[config.mk]
export PLATFORM = sky130hd
export DESIGN_NAME = timer_bus_arbiter_flat
export DESIGN_NICKNAME = d
export VERILOG_FILES = /design/src/rtl/timer_bus_arbiter_pkg.sv /design/src/rtl/timer_bus_arbiter_if.sv /design/src/rtl/timer_bus_arbiter_rr_arb2.sv /design/src/rtl/timer_bus_arbiter.sv /design/src/flat_wrapper.sv
export SDC_FILE = /design/constraint.sdc
export NUM_CORES = 1
export LEC_CHECK = 0
export CAP_MARGIN = 20
export CORE_MARGIN = 2
export CORE_UTILIZATION = 49
export DETAILED_ROUTE_END_ITERATION = 10
export DONT_BUFFER_PORTS = 1
export GPL_TIMING_DRIVEN = 0
export PLACE_DENSITY = 0.7
export SLEW_MARGIN = 10
export SYNTH_ARGS = -nofsm -noshare
export SYNTH_HDL_FRONTEND = slang
export SYNTH_HIERARCHICAL = 1
export SYNTH_SLANG_ARGS = --single-unit
[constraint.sdc]
create_clock -name clk -period 3.7 [get_ports clk]
set_input_delay 0.37 -clock clk [delete_from_list [all_inputs] [get_ports clk]]
set_output_delay 0.37 -clock clk [all_outputs]
set_load 0.005 [all_outputs]
[src/rtl/timer_bus_arbiter_pkg.sv]
// Shared constants for the timer bus arbiter: timer register map, FSM
// state encoding and the one-hot grant encoding seen on gnt.
package timer_bus_arbiter_pkg;

  localparam logic [1:0] TMR_CTRL   = 2'b00;
  localparam logic [1:0] TMR_PRESET = 2'b01;
  localparam logic [1:0] TMR_COUNT  = 2'b10;

  typedef enum logic [1:0] {
    ST_IDLE = 2'b00,
    ST_XFER = 2'b01,
    ST_DONE = 2'b10
  } state_t;

  localparam logic [1:0] GNT_NONE = 2'b00;
  localparam logic [1:0] GNT_M0   = 2'b01;
  localparam logic [1:0] GNT_M1   = 2'b10;

  // owner index (0 = M0, 1 = M1) to the one-hot {M1,M0} grant vector
  function automatic logic [1:0] gnt_onehot(input logic owner);
    return owner ? GNT_M1 : GNT_M0;
  endfunction

endpackage

[src/rtl/timer_bus_arbiter_if.sv]
// Bus bundle between the two masters, the arbiter and the timer register port.
// stb is a request level held until ack; ack is a one-cycle completion pulse.
interface timer_bus_arbiter_if #(parameter int DW = 32);
  import timer_bus_arbiter_pkg::*;

  logic          m0_stb;
  logic          m0_we;
  logic [1:0]    m0_addr;
  logic [DW-1:0] m0_wdata;
  logic [DW-1:0] m0_rdata;
  logic          m0_ack;

  logic          m1_stb;
  logic          m1_we;
  logic [1:0]    m1_addr;
  logic [DW-1:0] m1_wdata;
  logic [DW-1:0] m1_rdata;
  logic          m1_ack;

  logic [1:0]    t_addr;
  logic          t_we;
  logic [DW-1:0] t_wdata;
  logic [DW-1:0] t_rdata;

  logic [1:0]    gnt;
  state_t        dbg_state;

  // Environment side: both masters plus the timer's read-data return
  modport master (
    output m0_stb, m0_we, m0_addr, m0_wdata,
    output m1_stb, m1_we, m1_addr, m1_wdata,
    output t_rdata,
    input  m0_rdata, m0_ack, m1_rdata, m1_ack,
    input  t_addr, t_we, t_wdata, gnt, dbg_state
  );

  modport slave (
    input  m0_stb, m0_we, m0_addr, m0_wdata,
    input  m1_stb, m1_we, m1_addr, m1_wdata,
    input  t_rdata,
    output m0_rdata, m0_ack, m1_rdata, m1_ack,
    output t_addr, t_we, t_wdata, gnt, dbg_state
  );

endinterface

[src/rtl/timer_bus_arbiter_rr_arb2.sv]
// Two-requester picker: round-robin when RR_EN=1, M0-first otherwise.
// The pointer only moves when a contested request is actually taken.
module timer_bus_arbiter_rr_arb2 #(
  parameter bit RR_EN = 1'b1
) (
  input  logic       clk,
  input  logic       rst_n,
  input  logic [1:0] req,
  input  logic       take,
  output logic [1:0] grant
);

  logic ptr;  // 0: M0 wins the next contest, 1: M1 wins it

  always_comb begin
    grant = 2'b00;
    case (req)
      2'b01:   grant = 2'b01;
      2'b10:   grant = 2'b10;
      2'b11:   grant = (RR_EN && ptr) ? 2'b10 : 2'b01;
      default: grant = 2'b00;
    endcase
  end

  always_ff @(posedge clk or negedge rst_n) begin
    if (!rst_n) begin
      ptr <= 1'b0;
    end else if (RR_EN && take && (req == 2'b11)) begin
      ptr <= ~ptr;
    end
  end

endmodule

[src/rtl/timer_bus_arbiter.sv]
// Shares the timer register port between two masters; every access is a
// committed IDLE -> XFER -> DONE sequence with registered read data.
module timer_bus_arbiter
  import timer_bus_arbiter_pkg::*;
#(
  parameter bit RR_EN = 1'b1,
  parameter int DW    = 32
) (
  input  logic                clk,
  input  logic                rst_n,
  timer_bus_arbiter_if.slave  bus
);

  state_t        state;
  state_t        state_nx;
  logic [1:0]    req;
  logic [1:0]    pick;
  logic          take;
  logic          owner;
  logic          lat_we;
  logic [1:0]    lat_addr;
  logic [DW-1:0] lat_data;
  logic [DW-1:0] m0_rdata_q;
  logic [DW-1:0] m1_rdata_q;

  assign req  = {bus.m1_stb, bus.m0_stb};
  assign take = (state == ST_IDLE) && (req != 2'b00);

  timer_bus_arbiter_rr_arb2 #(.RR_EN(RR_EN)) u_arb (
    .clk   (clk),
    .rst_n (rst_n),
    .req   (req),
    .take  (take),
    .grant (pick)
  );

  always_ff @(posedge clk or negedge rst_n) begin
    if (!rst_n) begin
      state <= ST_IDLE;
    end else begin
      state <= state_nx;
    end
  end

  // Once XFER is entered the access always runs to DONE, stb is not re-checked
  always_comb begin
    state_nx = state;
    case (state)
      ST_IDLE: if (take) state_nx = ST_XFER;
      ST_XFER: state_nx = ST_DONE;
      ST_DONE: state_nx = ST_IDLE;
      default: state_nx = ST_IDLE;
    endcase
  end

  always_ff @(posedge clk or negedge rst_n) begin
    if (!rst_n) begin
      owner      <= 1'b0;
      lat_we     <= 1'b0;
      lat_addr   <= 2'b00;
      lat_data   <= '0;
      m0_rdata_q <= '0;
      m1_rdata_q <= '0;
    end else begin
      if (take) begin
        owner    <= pick[1];
        lat_we   <= pick[1] ? bus.m1_we    : bus.m0_we;
        lat_addr <= pick[1] ? bus.m1_addr  : bus.m0_addr;
        lat_data <= pick[1] ? bus.m1_wdata : bus.m0_wdata;
      end
      if ((state == ST_XFER) && !lat_we) begin
        if (owner) begin
          m1_rdata_q <= bus.t_rdata;
        end else begin
          m0_rdata_q <= bus.t_rdata;
        end
      end
    end
  end

  // t_we is decoded from state so an async reset drops it immediately
  always_comb begin
    bus.t_addr    = lat_addr;
    bus.t_wdata   = lat_data;
    bus.t_we      = (state == ST_XFER) && lat_we;
    bus.gnt       = (state == ST_IDLE) ? GNT_NONE : gnt_onehot(owner);
    bus.m0_ack    = (state == ST_DONE) && !owner;
    bus.m1_ack    = (state == ST_DONE) && owner;
    bus.m0_rdata  = m0_rdata_q;
    bus.m1_rdata  = m1_rdata_q;
    bus.dbg_state = state;
  end

endmodule

[src/flat_wrapper.sv]
// flat-port wrapper written by rule: the top's interface ports become plain ports
module timer_bus_arbiter_flat import timer_bus_arbiter_pkg::*;
#(
  parameter bit RR_EN = 1'b1,
  parameter int DW    = 32
)
  (clk, rst_n, bus_m0_stb, bus_m0_we, bus_m0_addr, bus_m0_wdata, bus_m1_stb, bus_m1_we, bus_m1_addr, bus_m1_wdata, bus_t_rdata, bus_m0_rdata, bus_m0_ack, bus_m1_rdata, bus_m1_ack, bus_t_addr, bus_t_we, bus_t_wdata, bus_gnt, bus_dbg_state);
  timer_bus_arbiter_if #(.DW(DW)) bus_i ();
  input  logic clk;
  input  logic rst_n;
  input wire logic [$bits(bus_i.m0_stb)-1:0] bus_m0_stb;
  input wire logic [$bits(bus_i.m0_we)-1:0] bus_m0_we;
  input wire logic [$bits(bus_i.m0_addr)-1:0] bus_m0_addr;
  input wire logic [$bits(bus_i.m0_wdata)-1:0] bus_m0_wdata;
  input wire logic [$bits(bus_i.m1_stb)-1:0] bus_m1_stb;
  input wire logic [$bits(bus_i.m1_we)-1:0] bus_m1_we;
  input wire logic [$bits(bus_i.m1_addr)-1:0] bus_m1_addr;
  input wire logic [$bits(bus_i.m1_wdata)-1:0] bus_m1_wdata;
  input wire logic [$bits(bus_i.t_rdata)-1:0] bus_t_rdata;
  output wire logic [$bits(bus_i.m0_rdata)-1:0] bus_m0_rdata;
  output wire logic [$bits(bus_i.m0_ack)-1:0] bus_m0_ack;
  output wire logic [$bits(bus_i.m1_rdata)-1:0] bus_m1_rdata;
  output wire logic [$bits(bus_i.m1_ack)-1:0] bus_m1_ack;
  output wire logic [$bits(bus_i.t_addr)-1:0] bus_t_addr;
  output wire logic [$bits(bus_i.t_we)-1:0] bus_t_we;
  output wire logic [$bits(bus_i.t_wdata)-1:0] bus_t_wdata;
  output wire logic [$bits(bus_i.gnt)-1:0] bus_gnt;
  output wire logic [$bits(bus_i.dbg_state)-1:0] bus_dbg_state;
  assign bus_i.m0_stb = bus_m0_stb;
  assign bus_i.m0_we = bus_m0_we;
  assign bus_i.m0_addr = bus_m0_addr;
  assign bus_i.m0_wdata = bus_m0_wdata;
  assign bus_i.m1_stb = bus_m1_stb;
  assign bus_i.m1_we = bus_m1_we;
  assign bus_i.m1_addr = bus_m1_addr;
  assign bus_i.m1_wdata = bus_m1_wdata;
  assign bus_i.t_rdata = bus_t_rdata;
  assign bus_m0_rdata = bus_i.m0_rdata;
  assign bus_m0_ack = bus_i.m0_ack;
  assign bus_m1_rdata = bus_i.m1_rdata;
  assign bus_m1_ack = bus_i.m1_ack;
  assign bus_t_addr = bus_i.t_addr;
  assign bus_t_we = bus_i.t_we;
  assign bus_t_wdata = bus_i.t_wdata;
  assign bus_gnt = bus_i.gnt;
  assign bus_dbg_state = bus_i.dbg_state;
  timer_bus_arbiter #(.RR_EN(RR_EN), .DW(DW)) u_core (.clk(clk), .rst_n(rst_n), .bus(bus_i));
endmodule
== Word level (Yosys, flattened, before mapping) ==
Index checks and enable logic that the tools add are counted.

* Register bits after elaboration: 103
* Bits in latches: 0
* RAM bits: 0
* ROM bits: 0
* Memories kept: 0

* Add/subtract/negate cells: 0
* Multipliers: 0
* Div/mod/pow operators: 0
* Order comparisons: 0
* Equal/unequal tests: 6
* Shift operators: 0
* Mux-type cells: 9
* Bitwise gates (word level): 2
* Reductions and logical operators: 12

{| class="wikitable"
|+ Operators with widths
! operator !! count
|-
| $mux 32 || 1
|-
| $mux 2 || 5
|-
| $eq 2x2->1 const B || 3
|-
| $logic_and 1x1->1 || 6
|-
| $pmux 2 s3 || 1
|-
| $eq 2x1->1 const B || 2
|-
| $pmux 2 s2 || 1
|-
| $reduce_and 2->1 || 2
|-
| $logic_not 1->1 || 2
|-
| $logic_not 2->1 || 1
|-
| $ne 2x1->1 const B || 1
|-
| $not 1->1 || 2
|-
| $reduce_bool 2->1 || 1
|-
| $mux 1 || 1
|}

== Depth between registers and ports, before layout ==
Gate-level depths: netlist (run 1).

* Word-level depth: 4
* Depth in mapped cells: 6

== Cells and area by module ==
Netlist (run 1), hierarchy kept.

{| class="wikitable"
|+ By module, submodules not included
! module !! times used !! cells each !! area each (µm²) !! seq. area each (µm²)
|-
| timer_bus_arbiter || 1 || 263 || 4300.4 || 2552.4
|-
| timer_bus_arbiter_rr_arb2 || 1 || 6 || 57.6 || 25.0
|}

== Least setup slack after synthesis (run 1) ==
No wires, ideal clock.

* Path type: register to register
* Start point: register u_core.u_arb.ptr
* End point: register u_core.lat_data[10] (netlist: u_core/bus.t_wdata[10])
* Library setup time: 0.125 ns
* Arrival time: 1.633 ns
* Path slack: 1.942 ns
* Stages on the path, launching flop included: 7
* Path buffers: 2
* Cell sequence: dfrtp_1 -> inv_1 -> a21boi_0 -> buf_4 -> clkbuf_1 -> mux2_2 -> mux2_2

* Longest elaborated chain between the ends: 3

{| class="wikitable"
|+ RTL lines
! what !! RTL line !! text
|-
| from (decl) || timer_bus_arbiter_rr_arb2.sv:13 || <nowiki>logic ptr;</nowiki>
|-
| from (signal assigned) || timer_bus_arbiter_rr_arb2.sv:29 || <nowiki>ptr <= ~ptr;</nowiki>
|-
| $mux 2 || timer_bus_arbiter_rr_arb2.sv:20 || <nowiki>2'b11: grant = (RR_EN && ptr) ? 2'b10 : 2'b01;</nowiki>
|-
| $pmux 2 s3 || timer_bus_arbiter_rr_arb2.sv:17 || <nowiki>case (req)</nowiki>
|-
| net u_core.pick[1] || timer_bus_arbiter.sv:17 || <nowiki>logic [1:0] pick;</nowiki>
|-
| $mux 32 || timer_bus_arbiter.sv:69 || <nowiki>lat_data <= pick[1] ? bus.m1_wdata : bus.m0_wdata;</nowiki>
|-
| to (signal assigned) || timer_bus_arbiter.sv:69 ||
|-
| to (decl) || timer_bus_arbiter.sv:22 || <nowiki>logic [DW-1:0] lat_data;</nowiki>
|}

The timed path passes the listed nets, and every way through them passes these cells.
A chain may end at the register's enable or synchronous reset.

== Worst setup path after layout (run 1) ==
* Start point: register u_core.u_arb.ptr
* End point: register u_core.lat_data[7] (netlist: u_core/bus.t_wdata[7])

Same word-level chain as after synthesis.

==> flow_summary.yaml, run 1 <==
setup_path:
  cp_data_arrival_time_ps: 2240
  cp.required_ps: 3940
  cp-end-kind: "flop"
  crit_type: "flop to flop"
  cpMostUsedCell: "mux2_2"
  regToRegStartpoint: "u_core/u_arb/ptr"
  crit_chain: "inv_1 > a21boi_0 > buf_4 > clkbuf_1 > mux2_2 > mux2_2"
  critPathBufInv: 3
  path_max_fanout: 10
  path_delay_family: "buffers and inverters"
  start_kind: "flop"
  critical-path-max-stage-delay_ps: 450
  cp_slowest_cell: "clkbuf_1"
  critPathLaunch: "u_core/u_arb/ptr"
placed_design:
  hpwlAfterDp_mm: 5.89
  post_dp_cell_area_mm2: 0.00449
  dpl_worst_slack_ps: 1720
  globalplace.congestion: 0.716
  portBuffers: 0
  dpl.cell_count: 376
grt:
  grt_usage: 0.167
  grt_pass1_wl_mm: 12.7
  grt_pass1_vias: 2399
  antenna_found_initial: 0
  top_usage_layer: "met2"
  grt_max_degree: 104
  met2_usage: 0.284
  overflow: 0
  use_met3: 0.0515
  grt_util_met1: 0.201
synth:
  synth_warnings: 6
  synthCells: 268
  synth_nets: 374
  avgSynthCellArea_um2: 16.2
  synth_area_mm2: 0.00435
cts:
  post_cts_buffers: 0
  cts_buffers: 9
  cts_sinks: 103
  clk_latency_ps: 360
  cts_root_buffer: "clkbuf_8"
  holdBufCountCts: 2
  cts_buffer_depth: 2
  cts_resized: 0
  cts.clk_slew.worst_paths_ps: 90
  cts_tree: "built"
  htree_levels: 3
sta:
  worst_clock_skew_ps: 10.7
  relSlewSlack: 0.633
  hold_viol: 0
  drv_slew: 0
  tns_ps: 0
  rsz0062_at_grt: "no"
  period_share: 0.541
  worst_pin_slew_ps: 550
  fmax_ghz: 0.500
  setup_viol: 0
  setup_slack_ps: 1700
  whs_ps: 147
  finalCriticalPeriod_ps: 2000
min_path:
  min_from: "bus_m0_stb"
  hold_path_class: "input pin to flop"
power:
  power.switching_uw: 1250
  power.share.sequential: 0.550
  clkPwrFrac: 0.150
  p_leak_uw: 0.00196
  p_int_uw: 2720
  swShare: 0.316
  p_per_area_mw_per_mm2: 848
  vdd_drop_max_mv: 0.307
  combPwrFrac: 0.300
route:
  wl_mm: 8.18
  drt_iter0_markers: 40
  dr_total_vias: 2170
  ant_nets: 0
  drcViolationCount: 0
  vias_per_cell: 5.54
  detail_route.first_pass.iterations: 4
  routedWlPerCell_um: 20.9
floorplanning:
  boundaryPins: 211
  rows: 34
  initial_core_util: 0.501
  chipHeight_um: 98.2
  core-area_mm2: 0.00868
  die_area_mm2: 0.00965
  die_w_um: 98.2
outcome:
  outcome: "completed"
layout:
  final_cell_area_mm2: 0.00468
  drive_gt1_frac: 0.574
  synthToLayoutAreaGrowth_pct: 7.65
  antenna_cells: 0
  final_nets: 387
  multi_input_area_mm2: 0.00163
  fillers: 735
  seqCellArea_mm2: 0.00258
  stdcell_count: 392
run:
  drv_cap: 0
## power groups by stage
stage | combinational, uW | clock [uW] | sequential, uW
4_1_cts | 1210 | 629 | 2210
3_3_place_gp | 1130 | 0 | 2220
5_1_grt | 1300 | 680 | 2260
3_5_place_dp | 1190 | 0 | 2220
6_report | 1190 | 594 | 2180
2_1_floorplan | 1030 | 0 | 2060
## cell type report
| cell class | instances | area share |
|---|---|---|
| well taps | 108 | 0.0289 |
| flip-flops and latches | 103 | 0.550 |
| repair buffers | 2 | 0.00801 |
| inverters | 1 | 0.000801 |
| multi-input cells | 149 | 0.349 |
| clock buffers | 9 | 0.0264 |
| plain buffers | 15 | 0.0289 |
| clock inverters | 5 | 0.00775 |
## worst register-to-register path: stages, from the launching register on
cell	delay, ps
dfrtp_1	370
inv_1	50
a21boi_0	150
buf_4	200
clkbuf_1	450
mux2_2	410
mux2_2	270
## per-stage QoR
stage	util	power (uW)
CTS	0.540	4050
global route	0.540	4230
detailed placement	0.517	3410
global placement	0.517	3350
floorplan	-	3090
finish	0.540	3970
## state kept, by name, indices dropped and copies added, names as in the netlist
signal and cells:
u_core/bus.dbg_state 2, u_core/bus.m0_rdata 32, u_core/bus.m1_rdata 32, u_core/bus.t_addr 2
u_core/bus.t_wdata 32, u_core/lat_we 1, u_core/owner 1, u_core/u_arb/ptr 1
## path summary, 6_finish.rpt
| check | end | slack, ps | cells past startpoint |
|---|---|---|---|
| max | u_core/bus.t_wdata[7] | 1700 | 6 |
| min | u_core/bus.dbg_state[0] | 150 | 1 |
| max reg2reg | u_core/bus.t_wdata[7] | 1700 | 6 |
| min reg2reg | u_core/u_arb/ptr | 480 | 1 |
| max in group asynchronous | u_core/bus.m1_rdata[23] | 2700 | 2 |
| min in group asynchronous | u_core/bus.t_wdata[22] | 570 | 2 |
## cell usage in the layout, fill, tap and decap left out, types with 2 or more instances in the layout
cell	n
buf_2	2
dfrtp_1	103
clkbuf_8	9
clkinvlp_4	3
and3b_1	2
mux2_1	3
buf_4	2
mux2_2	132
buf_6	9
o21a_1	2
nor2_1	2
## routing by layer
metal | vias to the layer above | share of wire
met2 | 105 | 0.52
met4 | 0 | 0.014
met5 | - | 0
met3 | 11 | 0.088
met1 | 1080 | 0.38
li1 | 974 | -
Note: power is estimated with default switching activity, not from simulation.
==> inputs of run 2 (changes only) <==
PLACE_DENSITY = 0.72   (was 0.7)
clock period = 1.75 ns   (was 3.7 ns; I/O delays follow)
==> flow_summary.yaml, run 2 (synthesized netlist as in run 1, its figures left out) <==
sta:
  worst_clock_skew_ps: 14.4
  drv_slew: 0
  rsz0062_at_grt: "yes"
  whs_ps: -491
  hold_viol: 103
  tns_ps: 0
  worst_pin_slew_ps: 263
  period_share: 0.973
  setup_slack_ps: 46.6
  finalCriticalPeriod_ps: 1700
  setup_viol: 0
  fmax_ghz: 0.587
  relSlewSlack: 0.825
setup_path:
  start_kind: "flop"
  r2r_cells: 6
  crit_chain: "inv_1 > a21boi_0 > buf_4 > buf_4 > mux2_2 > mux2_2"
  cp.required_ps: 1980
  path_max_fanout: 10
  cp-end-kind: "flop"
  cp_slowest_cell: "dfrtp_1"
  critical-path-max-stage-delay_ps: 370
  crit_type: "flop to flop"
  cp_data_arrival_time_ps: 1930
placed_design:
  dpl_worst_slack_ps: -229
  globalplace.congestion: 0.723
  dpl.cell_count: 376
  post_dp_cell_area_mm2: 0.00449
  portBuffers: 0
  hpwlAfterDp_mm: 5.78
grt:
  grt_pass1_vias: 2462
  grt_max_degree: 104
  overflow: 0
  grt_pass1_wl_mm: 13.1
  antenna_found_initial: 0
  grt_usage: 0.169
power:
  p_per_area_mw_per_mm2: 1710
  p_leak_uw: 0.00214
  vdd_drop_max_mv: 0.741
route:
  dr_total_vias: 2317
  drcViolationCount: 0
  drt_iter0_markers: 54
  wl_mm: 8.41
  vias_per_cell: 5.41
  routedWlPerCell_um: 19.6
  detail_route.first_pass.iterations: 4
  ant_nets: 0
cts:
  clk_latency_ps: 350
  holdBufCountCts: 35
  cts_sinks: 103
  cts.clk_slew.worst_paths_ps: 100
  htree_levels: 3
  cts_buffer_depth: 2
  cts_tree: "built"
  cts_buffers: 9
  cts_root_buffer: "clkbuf_8"
layout:
  final_common_cell: "mux2_2"
  antenna_cells: 0
  final_cell_area_mm2: 0.00506
  fillers: 702
  stdcell_count: 428
  final_cell_mix: "132 x mux2_2, 102 x dfrtp_1, 35 x dlygate4sd3_1"
  post-route-util: 0.583
  final_nets: 423
  drive_gt1_frac: 0.525
  synthToLayoutAreaGrowth_pct: 16.4
min_path:
  hold_path_class: "input pin to asynchronous set/reset pin"
floorplanning:
  rows: 34
  core-area_mm2: 0.00868
  chipHeight_um: 98.2
  initial_core_util: 0.501
  boundaryPins: 211
  die_area_mm2: 0.00965
  die_w_um: 98.2
outcome:
  violations: "hold timing"
  outcome: "finished with violations"
run:
  drv_cap: 0
## run 2: worst max-delay path, delay by kind of cell (launching register included)
kind	cells	cell delay, ps
AOI/OAI and AO/OA	1	150
buffers and inverters	3	440
DFF	1	370
muxes	2	610
## run 2: layer usage
| layer | GRT usage | vias to the layer above | wire, um |
|---|---|---|---|
| li1 | - | 1042 | - |
| met1 | 0.200 | 1174 | 3240 |
| met2 | 0.295 | 95 | 4440 |
| met3 | 0.0573 | 6 | 653 |
| met4 | 0.0474 | 0 | 71 |
| met5 | 0 | - | 0 |
## run 2: cell type report
type                    count  area, um^2  share of cell area
plain buffers              15         144              0.0284
clock inverters             4        55.1              0.0109
inverters                   1        3.75            0.000741
clock buffers              10         138              0.0272
multi-input cells         149        1640               0.323
flip-flops and latches    103        2580               0.509
well taps                 108         135              0.0267
repair buffers             38         373              0.0736
## run 2: worst paths after layout
check                           slack [ps]              from                      end
worst max-delay path                    50  u_core/u_arb/ptr   u_core/bus.t_wdata[18]
worst min-delay path                  -490             rst_n   u_core/bus.t_wdata[22]
worst max register to register          50  u_core/u_arb/ptr   u_core/bus.t_wdata[18]
worst min register to register         480  u_core/u_arb/ptr         u_core/u_arb/ptr
max in group asynchronous             2100             rst_n  u_core/bus.m0_rdata[25]
min in group clk                        90  bus_m0_wdata[21]   u_core/bus.t_wdata[21]
## run 2: report_power, final
| group | total, uW | leakage [uW] | internal, uW | switching [uW] |
|---|---|---|---|---|
| Clock | 1460 | 0.0000952 | 696 | 766 |
| Combinational | 2600 | 0.000817 | 1720 | 877 |
| Sequential | 4620 | 0.00122 | 3620 | 1000 |
| Total | 8680 | 0.00214 | 6030 | 2640 |
## run 2: through the flow
step           hold WS (ps)  power, uW
2_1_floorplan          -121       6540
3_3_place_gp           -119       7060
3_5_place_dp           -119       7190
5_1_grt                -530       9220
4_1_cts                -514       8790
6_report               -491       8680
## run 2: repair_timing
item                                    in CTS  in global routing
gates cloned                                 0                  0
endpoints found under the setup margin      56                 30
gates resized for setup                      4                  3
hold endpoints to repair                   169                103
setup buffers                                3                  0
